[src/rtl/alu_flag_stage.sv]
`default_nettype none
// ============================================================================
// Module   : alu_flag_stage
// Purpose  : Registered ALU result/flag capture stage with a 2-entry skid
//            buffer, NZCV architectural flag register and condition evaluator.
// Revision : 1.0 - initial release
// ============================================================================
module alu_flag_stage #(
  parameter int N = 4
) (
  input  logic         clk,
  input  logic         rst_n,
  input  logic         in_valid,
  output logic         in_ready,
  input  logic [N-1:0] in_result,
  input  logic         in_carry,
  input  logic         in_overflow,
  input  logic         in_upd,
  output logic         out_valid,
  input  logic         out_ready,
  output logic [N-1:0] out_result,
  output logic         out_z,
  output logic         out_n,
  output logic         out_c,
  output logic         out_v,
  output logic [3:0]   flags,
  input  logic [3:0]   cond,
  output logic         cond_true
);

  typedef enum logic [1:0] {
    EMPTY = 2'd0,
    ONE   = 2'd1,
    FULL  = 2'd2
  } state_t;

  typedef struct packed {
    logic [N-1:0] result;
    logic         z;
    logic         n;
    logic         c;
    logic         v;
    logic         upd;
  } entry_t;

  state_t state_q;
  entry_t main_q;
  entry_t skid_q;
  logic   in_ready_q;
  logic [3:0] flags_q;

  entry_t w_in_entry;
  logic   w_accept;
  logic   w_pop;

  assign w_in_entry = '{result: in_result,
                        z:      (in_result == '0),
                        n:      in_result[N-1],
                        c:      in_carry,
                        v:      in_overflow,
                        upd:    in_upd};

  assign w_accept = in_valid & in_ready_q;
  assign w_pop    = out_valid & out_ready;

  // in_ready is registered, so it is updated alongside each FULL transition.
  always_ff @(posedge clk or negedge rst_n) begin
    if (!rst_n) begin
      state_q    <= EMPTY;
      main_q     <= '0;
      skid_q     <= '0;
      in_ready_q <= 1'b1;
    end else begin
      case (state_q)
        EMPTY: begin
          if (w_accept) begin
            main_q  <= w_in_entry;
            state_q <= ONE;
          end
        end
        ONE: begin
          if (w_accept && !w_pop) begin
            skid_q     <= w_in_entry;
            state_q    <= FULL;
            in_ready_q <= 1'b0;
          end else if (w_pop && !w_accept) begin
            state_q <= EMPTY;
          end else if (w_accept && w_pop) begin
            main_q <= w_in_entry;
          end
        end
        FULL: begin
          if (w_pop) begin
            main_q     <= skid_q;
            state_q    <= ONE;
            in_ready_q <= 1'b1;
          end
        end
        default: begin
          state_q    <= EMPTY;
          in_ready_q <= 1'b1;
        end
      endcase
    end
  end

  always_ff @(posedge clk or negedge rst_n) begin
    if (!rst_n) begin
      flags_q <= 4'b0000;
    end else if (w_pop && main_q.upd) begin
      flags_q <= {main_q.n, main_q.z, main_q.c, main_q.v};
    end
  end

  assign in_ready   = in_ready_q;
  assign out_valid  = (state_q != EMPTY);
  assign out_result = main_q.result;
  assign out_z      = main_q.z;
  assign out_n      = main_q.n;
  assign out_c      = main_q.c;
  assign out_v      = main_q.v;
  assign flags      = flags_q;

  logic w_fn, w_fz, w_fc, w_fv;
  assign {w_fn, w_fz, w_fc, w_fv} = flags_q;

  always_comb begin
    cond_true = 1'b0;
    case (cond)
      4'd0:  cond_true = w_fz;
      4'd1:  cond_true = !w_fz;
      4'd2:  cond_true = w_fc;
      4'd3:  cond_true = !w_fc;
      4'd4:  cond_true = w_fn;
      4'd5:  cond_true = !w_fn;
      4'd6:  cond_true = w_fv;
      4'd7:  cond_true = !w_fv;
      4'd8:  cond_true = w_fc & !w_fz;
      4'd9:  cond_true = !w_fc | w_fz;
      4'd10: cond_true = (w_fn == w_fv);
      4'd11: cond_true = (w_fn != w_fv);
      4'd12: cond_true = !w_fz & (w_fn == w_fv);
      4'd13: cond_true = w_fz | (w_fn != w_fv);
      4'd14: cond_true = 1'b1;
      default: cond_true = 1'b0;
    endcase
  end

endmodule
`default_nettype wire

[config.mk]
export PLATFORM = sky130hd
export DESIGN_NAME = alu_flag_stage
export DESIGN_NICKNAME = d
export VERILOG_FILES = /design/src/rtl/alu_flag_stage.sv
export SDC_FILE = /design/constraint.sdc
export NUM_CORES = 1
export LEC_CHECK = 0
export ABC_CLOCK_PERIOD_IN_PS = 1900
export BUFFER_PORTS_ARGS = -buffer_cell sky130_fd_sc_hd__buf_4
export CORE_MARGIN = 5
export CORE_UTILIZATION = 47
export CTS_CLUSTER_SIZE = 24
export DETAILED_ROUTE_END_ITERATION = 8
export PLACE_DENSITY = 0.74
export SYNTH_ARGS = -nofsm -noshare
export SYNTH_HDL_FRONTEND = slang
export SYNTH_SLANG_ARGS = --single-unit
[constraint.sdc]
create_clock -name clk -period 1.9 [get_ports clk]
set_clock_uncertainty 0.05 [all_clocks]
set_input_delay 0.38 -clock clk [delete_from_list [all_inputs] [get_ports clk]]
set_output_delay 0.38 -clock clk [all_outputs]
set_load 0.01 [all_outputs]
==> run summary, run 1 <==
CP Launch Type: flop
Worst-Margin Slew: 0.359 ns
Iter 0 DRT Violations: 51
Hold Crit Start: in_overflow
Fin crit share: 1.26
Xor and xnor area share after synthesis: 0.0141
Share of layout cells above drive strength 1: 0.565
Most common cell in the netlist: mux2_2
Total Routing Usage GR: 0.160
Synth warn: 0
Final HPWL DP: 2050 µm
Critical path class: flop to output port
Clock Latency Late Sink: 0.31 ns
HP Class: input port to flop
Area share of the largest cell type after synthesis: 0.444
Flops & latches, synth: 23
DIE HEIGHT: 61.3 µm
Placed cells: 177
Clock buffer count from CTS: 3
Peak supply drop: 0.534 mV
PwrDens: 476 nW/µm²
Post-route ant nets: 0
Largest family of logic cells by synthesized area: multiplexers
Fin. max-slew vios: 0
DR vias: 976
Placer Congestion: 0.852
FFs w/ async S/R, synth: 1.00
Clock transition at path regs: 0.13 ns
Non-Filler Instances: 184
Final setup vio count: 1
Reg2reg start: state_q[0]
EDFF count, synth: 0
Post-Synth Adder-Cell Area: 0.0303
Synth-to-layout area growth: 35.2%
Post-synthesis mux area share: 0.236
First-pass GRT wire length: 4520 µm
Final Instance Area: 1670 µm²
Critical path required time: 1.47 ns
Max_cap viols: 0
Vias in the first global route: 1094
Starting Density: 0.495
Global route overflow: 0
Worst slew margin: 0.761
Ys flop type: dfrtp_1
Seq. cell area: 577 µm²
Worst path slowest cell: or4b_1
Std-Cell Rows: 18
Post-DP Area: 1600 µm²
I/O pins: 30
Clk buf depth: 2
Worst setup margin: -0.487 ns
Clock Sinks: 23
Setup WS pre-CTS: -0.330 ns
Crit path cell chain: or4b_1, o221a_2, a211o_1, a32o_2, buf_6
Root buffer cell: clkbuf_4
Largest net degree at the start of global routing: 24
Critical path data arrival time: 1.96 ns
Mapped Avg Cell Area: 11.6 µm²
TritonCTS clock tree: yes
Syn Inst Count: 107
Critical path peak fanout: 3
Overall power: 796 µW
H-tree depth: 1
Crit path launch: flags[2]
Fin. Hold Viols: 0
DIE AREA: 3760 µm²
Core area: 2500 µm²
Top post-synthesis cells by count: mux2_2 (26), dfrtp_1 (22), nand2_1 (9)
Antenna Cells: 0
Setup crit end kind: output port
Fmax: 0.419 GHz
Final Net Count: 173
IO Port Bufs: 29
Syn_nets: 125
P_leak: 0.000884 µW
Initial antenna violation count: 0
Worst hold slack: 0.251 ns
RSZ-0062 raised after global routing: true
Netlist cell types: 31
Die Wd: 61.3 µm
Mapped cell area: 1240 µm²
First-pass iteration count of the detailed router: 4
Area of the multi-input gates: 634 µm²
Max incr delay on CP: 0.46 ns
Yosys top cell by area: dfrtp_1
Drt drc: 0
Simple-gate share of the synthesized area: 0.112
Sequential fraction of the synthesis area: 0.466
Post-layout min period: 2.39 ns
WL final: 2600 µm
Vias/cell: 5.30
Fillers: 188
Largest cells by area after synthesis: dfrtp_1 (44%), mux2_2 (24%), ha_1 (3.0%), nand2_1 (2.7%), buf_4 (2.4%)
Routed WL per cell: 14.1 µm
Outcome: finished, violations left
Post-synthesis compound-gate area fraction: 0.0990
Violations in the final reports: setup timing
-- timing repair --
action / in CTS / in global routing
hold buffers: 1 / 0
endpoints found under the hold margin: 22 / 0
buffers inserted: 2 / 0
gates resized for setup: 4 / 3
endpoints found under the setup margin: 9 / 15
pin swaps: 1 / 1
-- registers in the layout, summed over array words and instances, names as in the netlist --
| register | cells |
|---|---|
| out_c | 1 |
| in_ready | 1 |
| out_v | 1 |
| skid_q | 8 |
| main_q | 1 |
| out_z | 1 |
| out_result | 4 |
| flags | 4 |
| state_q | 2 |
-- final timing paths --
kind                             endpoint  slack (ns)  depth (start not counted)
worst min-delay path            skid_q[1]        0.25                          2
worst max-delay path            cond_true       -0.49                          5
worst max register to register      out_c        0.08                          7
min in group asynchronous       skid_q[8]        0.43                          2
max in group asynchronous        in_ready        1.09                          2
worst min register to register  skid_q[4]        0.45                          2
-- report_power, final --
group          internal, µW  leakage [µW]  switching (µW)
registers               489      0.000318               0
clock network          78.7     0.0000177             142
logic                  47.7      0.000548            38.0
-- layout make-up --
class | count | share of cell area
clock buffers | 3 | 0.0135
clock inverters | 1 | 0.00299
inverters | 5 | 0.0112
multi-input cells | 74 | 0.379
flip-flops and latches | 23 | 0.345
well taps | 30 | 0.0224
repair buffers | 48 | 0.226
-- layout by cell type (no fill, tap or decap), drive strengths merged --
cell type	netlist	final
xor2	2	2
mux2	26	26
and2	1	1
a211o	1	1
nand2	9	9
or2	1	1
o2111ai	1	1
nor3	1	1
ha	3	3
o211ai	2	2
a21oi	4	4
o22ai	1	1
clkbuf	1	3
nand3	2	2
buf	4	47
o221a	1	1
dlygate4sd3	0	1
nor2	3	3
dfrtp	22	22
or3b	1	1
nor2b	4	4
nor3b	1	1
or4b	1	1
a21o	1	1
a211oi	1	1
nand3b	1	1
a31oi	1	1
or4	1	1
clkinv	0	1
inv	5	5
dfstp	1	1
a32o	1	1
o21ai	3	3
-- through the flow --
step / utilization / TNS [ns]
final: 0.670 / -0.487
after global routing: 0.670 / -0.567
after CTS: 0.667 / -0.508
after detailed placement: 0.641 / -0.559
after global placement: 0.641 / -0.306
after floorplan: - / -0.0667
-- routing by layer --
metal,global-route usage,vias up,share of wire
li1,-,475,-
met1,0.185,465,0.40
met2,0.293,29,0.53
met3,0.0231,7,0.056
met4,0.0697,0,0.019
met5,0,-,0
-- logic make-up after synthesis --
kind of cell | count (synthesis)
AO/OA/AOI/OAI | 17
XOR/XNOR | 2
adder cells (fa/ha/maj) | 3
buffers and inverters | 10
flip-flops | 23
multiplexers | 26
AND/OR/NAND/NOR | 26
-- critical path, delay by kind of cell (launching register included) --
kind | cells | cell delay (ns)
AND/OR/NAND/NOR | 1 | 0.46
AO/OA/AOI/OAI | 3 | 0.66
buffers and inverters | 1 | 0.12
flip-flops | 1 | 0.41
Note: power is estimated with default switching activity, not from simulation.
==> inputs of run 2 (changes only) <==
CORE_ASPECT_RATIO = 0.6   (was default)
CORE_MARGIN = default   (was 5)
==> run 2 against run 1 <==
The run still ends with setup timing left. Combinational power up 2.8%. Wire length up 7.7%. First-iteration DRC count rose by 33%. Largest power group unchanged. Core utilization is 5.4 points higher. Cell area grew 0.52%. Clock power increased by 41%. Hold slack better by 0.046 ns. Critical endpoint unchanged. Flip-flop and latch count stayed put. Critical path type unchanged. Non-clock buffer count is 3 lower. Highest routed layer unchanged. Clock-buffer cell count unchanged. Via count grew 0.51%. Register-to-register slack got worse by 0.03 ns.
==> run summary, run 2 (synthesis gave the netlist of run 1 again) <==
Peak supply drop: 0.386 mV (-28%)
H-tree depth: 1 (unchanged)
Std-Cell Rows: 13 (-5)
Max_cap viols: 0 (unchanged)
CP Buf/Inv Count: 1 (unchanged)
Worst setup margin: -0.436 ns (+0.0511 ns)
CP Depth: 5 (unchanged)
Clock Sinks: 23 (unchanged)
Final setup vio count: 1 (unchanged)
RSZ-0062 raised after global routing: true
Iter 0 DRT Violations: 68 (+33%)
HP Class: input port to flop
Final Net Count: 170 (-1.7%)
Vias/cell: 5.42 (+2.2%)
Synth-to-layout area growth: 35.9%
Largest net degree at the start of global routing: 24 (unchanged)
Hold Crit Start: in_carry
Most frequent cells in the layout: buf_4 (42), mux2_2 (26), dfrtp_1 (22)
Core area: 2330 µm² (-7.0%)
Final HPWL DP: 2110 µm (+3.1%)
Critical path data arrival time: 1.91 ns (-0.05 ns)
CP delay by family, top: compound AO/OA/AOI/OAI gates
Clock transition at path regs: 0.08 ns (-0.05 ns)
IO Port Bufs: 29 (unchanged)
Max incr delay on CP: 0.49 ns (+0.03 ns)
Fin. Hold Viols: 0 (unchanged)
Starting Density: 0.533 (+0.0370)
P_leak: 0.000874 µW (-1.1%)
Non-Filler Instances: 181 (-1.6%)
TritonCTS clock tree: yes
PwrDens: 528 nW/µm² (+11%)
Clock buffer count from CTS: 3 (unchanged)
Die Wd: 68.3 µm (+11%)
Critical path required time: 1.47 ns (about the same)
Share of layout cells above drive strength 1: 0.563 (-0.00202)
Worst Hold Depth: 2 (unchanged)
Fin crit share: 1.23 (-0.0269)
Routed WL per cell: 15.4 µm (+9.5%)
DIE HEIGHT: 41.8 µm (-32%)
Placer Congestion: 0.766 (-10%)
I/O pins: 30 (unchanged)
WL final: 2790 µm (+7.7%)
Initial antenna violation count: 0 (unchanged)
Critical path peak fanout: 4 (+1)
Final Instance Area: 1680 µm² (+0.52%)
Antenna Cells: 0 (unchanged)
CP Launch Type: flop
Clock Latency Late Sink: 0.27 ns (-0.04 ns)
Violations in the final reports: setup timing
Setup crit end kind: output port
Commonest non-fill, non-tap cell in the layout: buf_4
Worst hold slack: 0.297 ns (+0.0460 ns)
Clk buf depth: 2 (unchanged)
Placed cells: 175 (-1.1%)
First-pass GRT wire length: 4560 µm (+0.91%)
Fin. max-slew vios: 0 (unchanged)
First-pass iteration count of the detailed router: 4 (unchanged)
Largest register FFs: 8 (unchanged)
Most flops, register: skid_q
Critical path class: flop to output port
Flop-to-flop setup slack: 0.05 ns (-0.03 ns)
Fmax: 0.428 GHz (+2.2%)
Worst path slowest cell: or4b_4
Crit path cell chain: or4b_4, o221a_4, a211o_1, a32o_2, buf_6
Global route overflow: 0 (unchanged)
Worst-Margin Slew: 0.363 ns (+0.00454 ns)
Post-route ant nets: 0 (unchanged)
Drt drc: 0 (unchanged)
Total Routing Usage GR: 0.220 (+0.0599)
Worst Setup EP: cond_true
DIE AREA: 2850 µm² (-24%)
Worst slew margin: 0.757 (-0.00352)
Crit path launch: flags[2]
Root buffer cell: clkbuf_8
DR vias: 981 (+0.51%)
Outcome: finished, violations left
Vias in the first global route: 984 (-10%)
Post-layout min period: 2.34 ns (-0.0511 ns)
Post-DP Area: 1590 µm² (-0.94%)
FF-to-FF path depth: 8 (+1)
Reg2reg start: state_q[0]
Worst r2r dst: main_q[0]
[run 2: repair_timing]
item / in CTS / in global routing
endpoints found under the setup margin: 9 / 16
pin swaps: 2 / 3
setup buffers: 1 / 0
hold endpoints to repair: 22 / 0
hold buffers: 1 / 0
gates resized for setup: 2 / 7
[run 2: worst register-to-register path: cells and delay by family (launching register included)]
kind            cells  cell delay (ns)
mux                 1             0.27
fa+ha+maj           1             0.18
buf+inv             2             0.22
flops               1             0.40
simple gates        3             0.51
compound gates      1             0.11
[run 2: through the flow]
stage | setup WS (ns) | power, µW | util | setup TNS [ns]
6_report | -0.436 | 888 | 0.724 | -0.436
5_1_grt | -0.492 | 929 | 0.724 | -0.520
4_1_cts | -0.468 | 893 | 0.714 | -0.468
3_5_place_dp | -0.322 | 579 | 0.683 | -0.523
3_3_place_gp | -0.302 | 576 | 0.683 | -0.302
2_1_floorplan | -0.0667 | 527 | - | -0.0667
[run 2: final cells by class]
type                            instances  area (µm²)
Timing Repair Buffer                   45         357
Sequential cell                        23         577
Tap cell                               30        37.5
Inverter                                5        18.8
Fill cell                             162         643
Clock inverter                          1        7.51
Clock buffer                            3        41.3
Multi-Input combinational cell         74         644
[run 2: where the power goes]
| part | internal, µW | switching, µW |
|---|---|---|
| Sequential | 489 | 0 |
| Combinational | 47.3 | 40.8 |
| Clock | 149 | 163 |
| Total | 685 | 203 |
[run 2: worst min path at each step]
stage / endpoint
3_3_place_gp: skid_q[0]
6_report: skid_q[2]
2_1_floorplan: flags[0]
5_1_grt: skid_q[0]
3_5_place_dp: skid_q[0]
4_1_cts: skid_q[2]
[run 2: metal layers]
| metal | part of all wire | wire [µm] | GRT usage | vias to the layer above |
|---|---|---|---|---|
| met5 | 0 | 0 | 0 | - |
| met4 | 0.0061 | 17 | 0.0417 | 0 |
| met3 | 0.046 | 129 | 0.0659 | 5 |
| met2 | 0.48 | 1340 | 0.351 | 23 |
| met1 | 0.47 | 1300 | 0.295 | 478 |
| li1 | - | - | - | 475 |
==> inputs of run 3 (changes only) <==
ABC_CLOCK_PERIOD_IN_PS = 2350   (was 1900)
CORE_UTILIZATION = 50   (was 47)
HOLD_SLACK_MARGIN = 0.12   (was default)
PLACE_DENSITY = 0.75   (was 0.74)
clock period = 2.35 ns   (was 1.9 ns; I/O delays follow)
==> run 3 against run 2 <==
The flow still finishes with violations (setup timing). Hold slack improved by 0.11 ns. Sequential share of layout area rose by 2.6 points. Combinational power fell by 23%. Setup slack improved by 0.40 ns. Critical endpoint unchanged.
==> run summary, run 3 (synthesis gave the netlist of run 1 again) <==
Combinational Power Share: 0.097 (-0.002)
Starting Density: 0.552 (+0.0193)
I/O pins: 30 (unchanged)
Fin. Hold Viols: 0 (unchanged)
DR vias: 926 (-5.6%)
Reg2reg start: state_q[0]
Hold Crit Start: in_upd
Drt drc: 0 (unchanged)
DIE HEIGHT: 40.6 µm (-2.9%)
P_sw: 144 µW (-29%)
Global route overflow: 0 (unchanged)
Fmax: 0.418 GHz
Antenna Cells: 0 (unchanged)
Clock buffer count from CTS: 3 (unchanged)
Setup WS pre-CTS: -0.0838 ns (+0.239 ns)
Final HPWL DP: 1970 µm (-6.8%)
Post-route ant nets: 0 (unchanged)
Most frequent cells in the layout: buf_4 (34), mux2_2 (26), dfrtp_1 (22)
First-pass iteration count of the detailed router: 4 (unchanged)
Routed WL per cell: 14.4 µm (-6.9%)
Std-Cell Rows: 13 (unchanged)
CP Launch Type: flop
Hold Path Sink: skid_q[0]
Commonest non-fill, non-tap cell in the layout: buf_4
Final Net Count: 161 (-5.3%)
Outcome: finished, violations left
Synth-to-layout area growth: 26.4%
Final setup vio count: 1 (unchanged)
Violations in the final reports: setup timing
DIE AREA: 2690 µm² (-5.8%)
Max_cap viols: 0 (unchanged)
TritonCTS clock tree: yes
Worst slew margin: 0.721 (-0.0366)
Fin util: 0.697 (-0.0262)
Setup crit end kind: output port
Critical path data arrival time: 1.87 ns (-0.04 ns)
Total Routing Usage GR: 0.209 (-0.0107)
FF-to-FF path depth: 7 (-1)
Most flops, register: skid_q
Post-layout min period: 2.39 ns
Critical path required time: 1.83 ns (+0.36 ns)
PwrDens: 446 nW/µm² (-16%)
Core area: 2240 µm² (-3.5%)
Worst hold slack: 0.406 ns (+0.109 ns)
RSZ-0062 raised after global routing: true
Clk buf depth: 2 (unchanged)
P_leak: 0.000815 µW (-6.8%)
Flop-to-flop setup slack: 0.20 ns (+0.15 ns)
Peak supply drop: 0.320 mV (-17%)
Critical path class: flop to output port
Iter 0 DRT Violations: 43 (-37%)
Worst setup margin: -0.0395 ns (+0.396 ns)
Worst Hold Depth: 2 (unchanged)
First-pass GRT wire length: 3930 µm (-14%)
Sw frac: 0.207 (-0.0223)
Die Wd: 66.3 µm (-3.0%)
Int Power: 553 µW (-19%)
Worst-Margin Slew: 0.418 ns (+0.0547 ns)
Largest register FFs: 8 (unchanged)
Largest net degree at the start of global routing: 24 (unchanged)
Clock transition at path regs: 0.07 ns (about the same)
Initial antenna violation count: 0 (unchanged)
IO Port Bufs: 29 (unchanged)
Vias in the first global route: 895 (-9.0%)
Vias/cell: 5.38 (-0.67%)
Clock network fraction of design power: 0.336 (-0.014)
Share of layout cells above drive strength 1: 0.486 (-0.0770)
Root buffer cell: clkbuf_8
Reg power frac: 0.567 (+0.016)
Fin. max-slew vios: 0 (unchanged)
Fin crit share: 1.02
Worst r2r dst: out_v
Overall power: 697 µW (-21%)
Critical path peak fanout: 4 (unchanged)
Placer Congestion: 0.777 (+1.5%)
HP Class: input port to flop
H-tree depth: 1 (unchanged)
Clock Sinks: 23 (unchanged)
WL final: 2470 µm (-12%)
Clock Latency Late Sink: 0.26 ns (about the same)
run 3: worst max path at each step:
stage | start | to
finish | flags[2] | cond_true
global route | flags[2] | cond_true
floorplan | cond[1] | cond_true
global placement | cond[1] | cond_true
detailed placement | cond[1] | cond_true
CTS | flags[2] | cond_true
run 3: final cells by class:
type                    instances  area, µm²
inverters                       5       18.8
clock buffers                   4       45.0
fillers                       168        679
flip-flops and latches         23        577
well taps                      30       37.5
repair buffers                 36        277
multi-input cells              74        611
run 3: through the flow:
step / setup TNS, ns / instances / cell area [µm²]
detailed placement: -0.0838 / 166 / 1500
global route: -0.0944 / 172 / 1570
floorplan: 0 / 107 / 1240
finish: -0.0395 / 172 / 1570
global placement: -0.0465 / 166 / 1500
CTS: -0.0970 / 172 / 1570
run 3: critical path, stage by stage (launching register included):
cell,delay [ns]
dfrtp_1,0.40
or4b_1,0.47
o221a_2,0.15
a211o_1,0.23
a32o_2,0.25
buf_6,0.12
run 3: routing by layer:
| layer | share of wire | GRT usage |
|---|---|---|
| met1 | 0.49 | 0.270 |
| met2 | 0.46 | 0.349 |
| met3 | 0.046 | 0.0625 |
| met4 | 0.0044 | 0.0585 |
| met5 | 0 | 0 |
run 3: timing repair:
| action | CTS | global route |
|---|---|---|
| hold endpoints to repair | 22 | 0 |
| pin swaps | 3 | 1 |
| resized for setup | 2 | 0 |
| setup buffers | 1 | 0 |
| endpoints found under the setup margin | 1 | 1 |
| hold buffers | 1 | 0 |
run 3: power by group through the flow:
stage | Clock (µW) | Combinational [µW] | Sequential, µW
6_report | 234 | 67.6 | 396
2_1_floorplan | 0 | 22.2 | 403
3_3_place_gp | 0 | 61.8 | 403
4_1_cts | 245 | 68.5 | 395
3_5_place_dp | 0 | 64.8 | 403
5_1_grt | 257 | 75.1 | 395
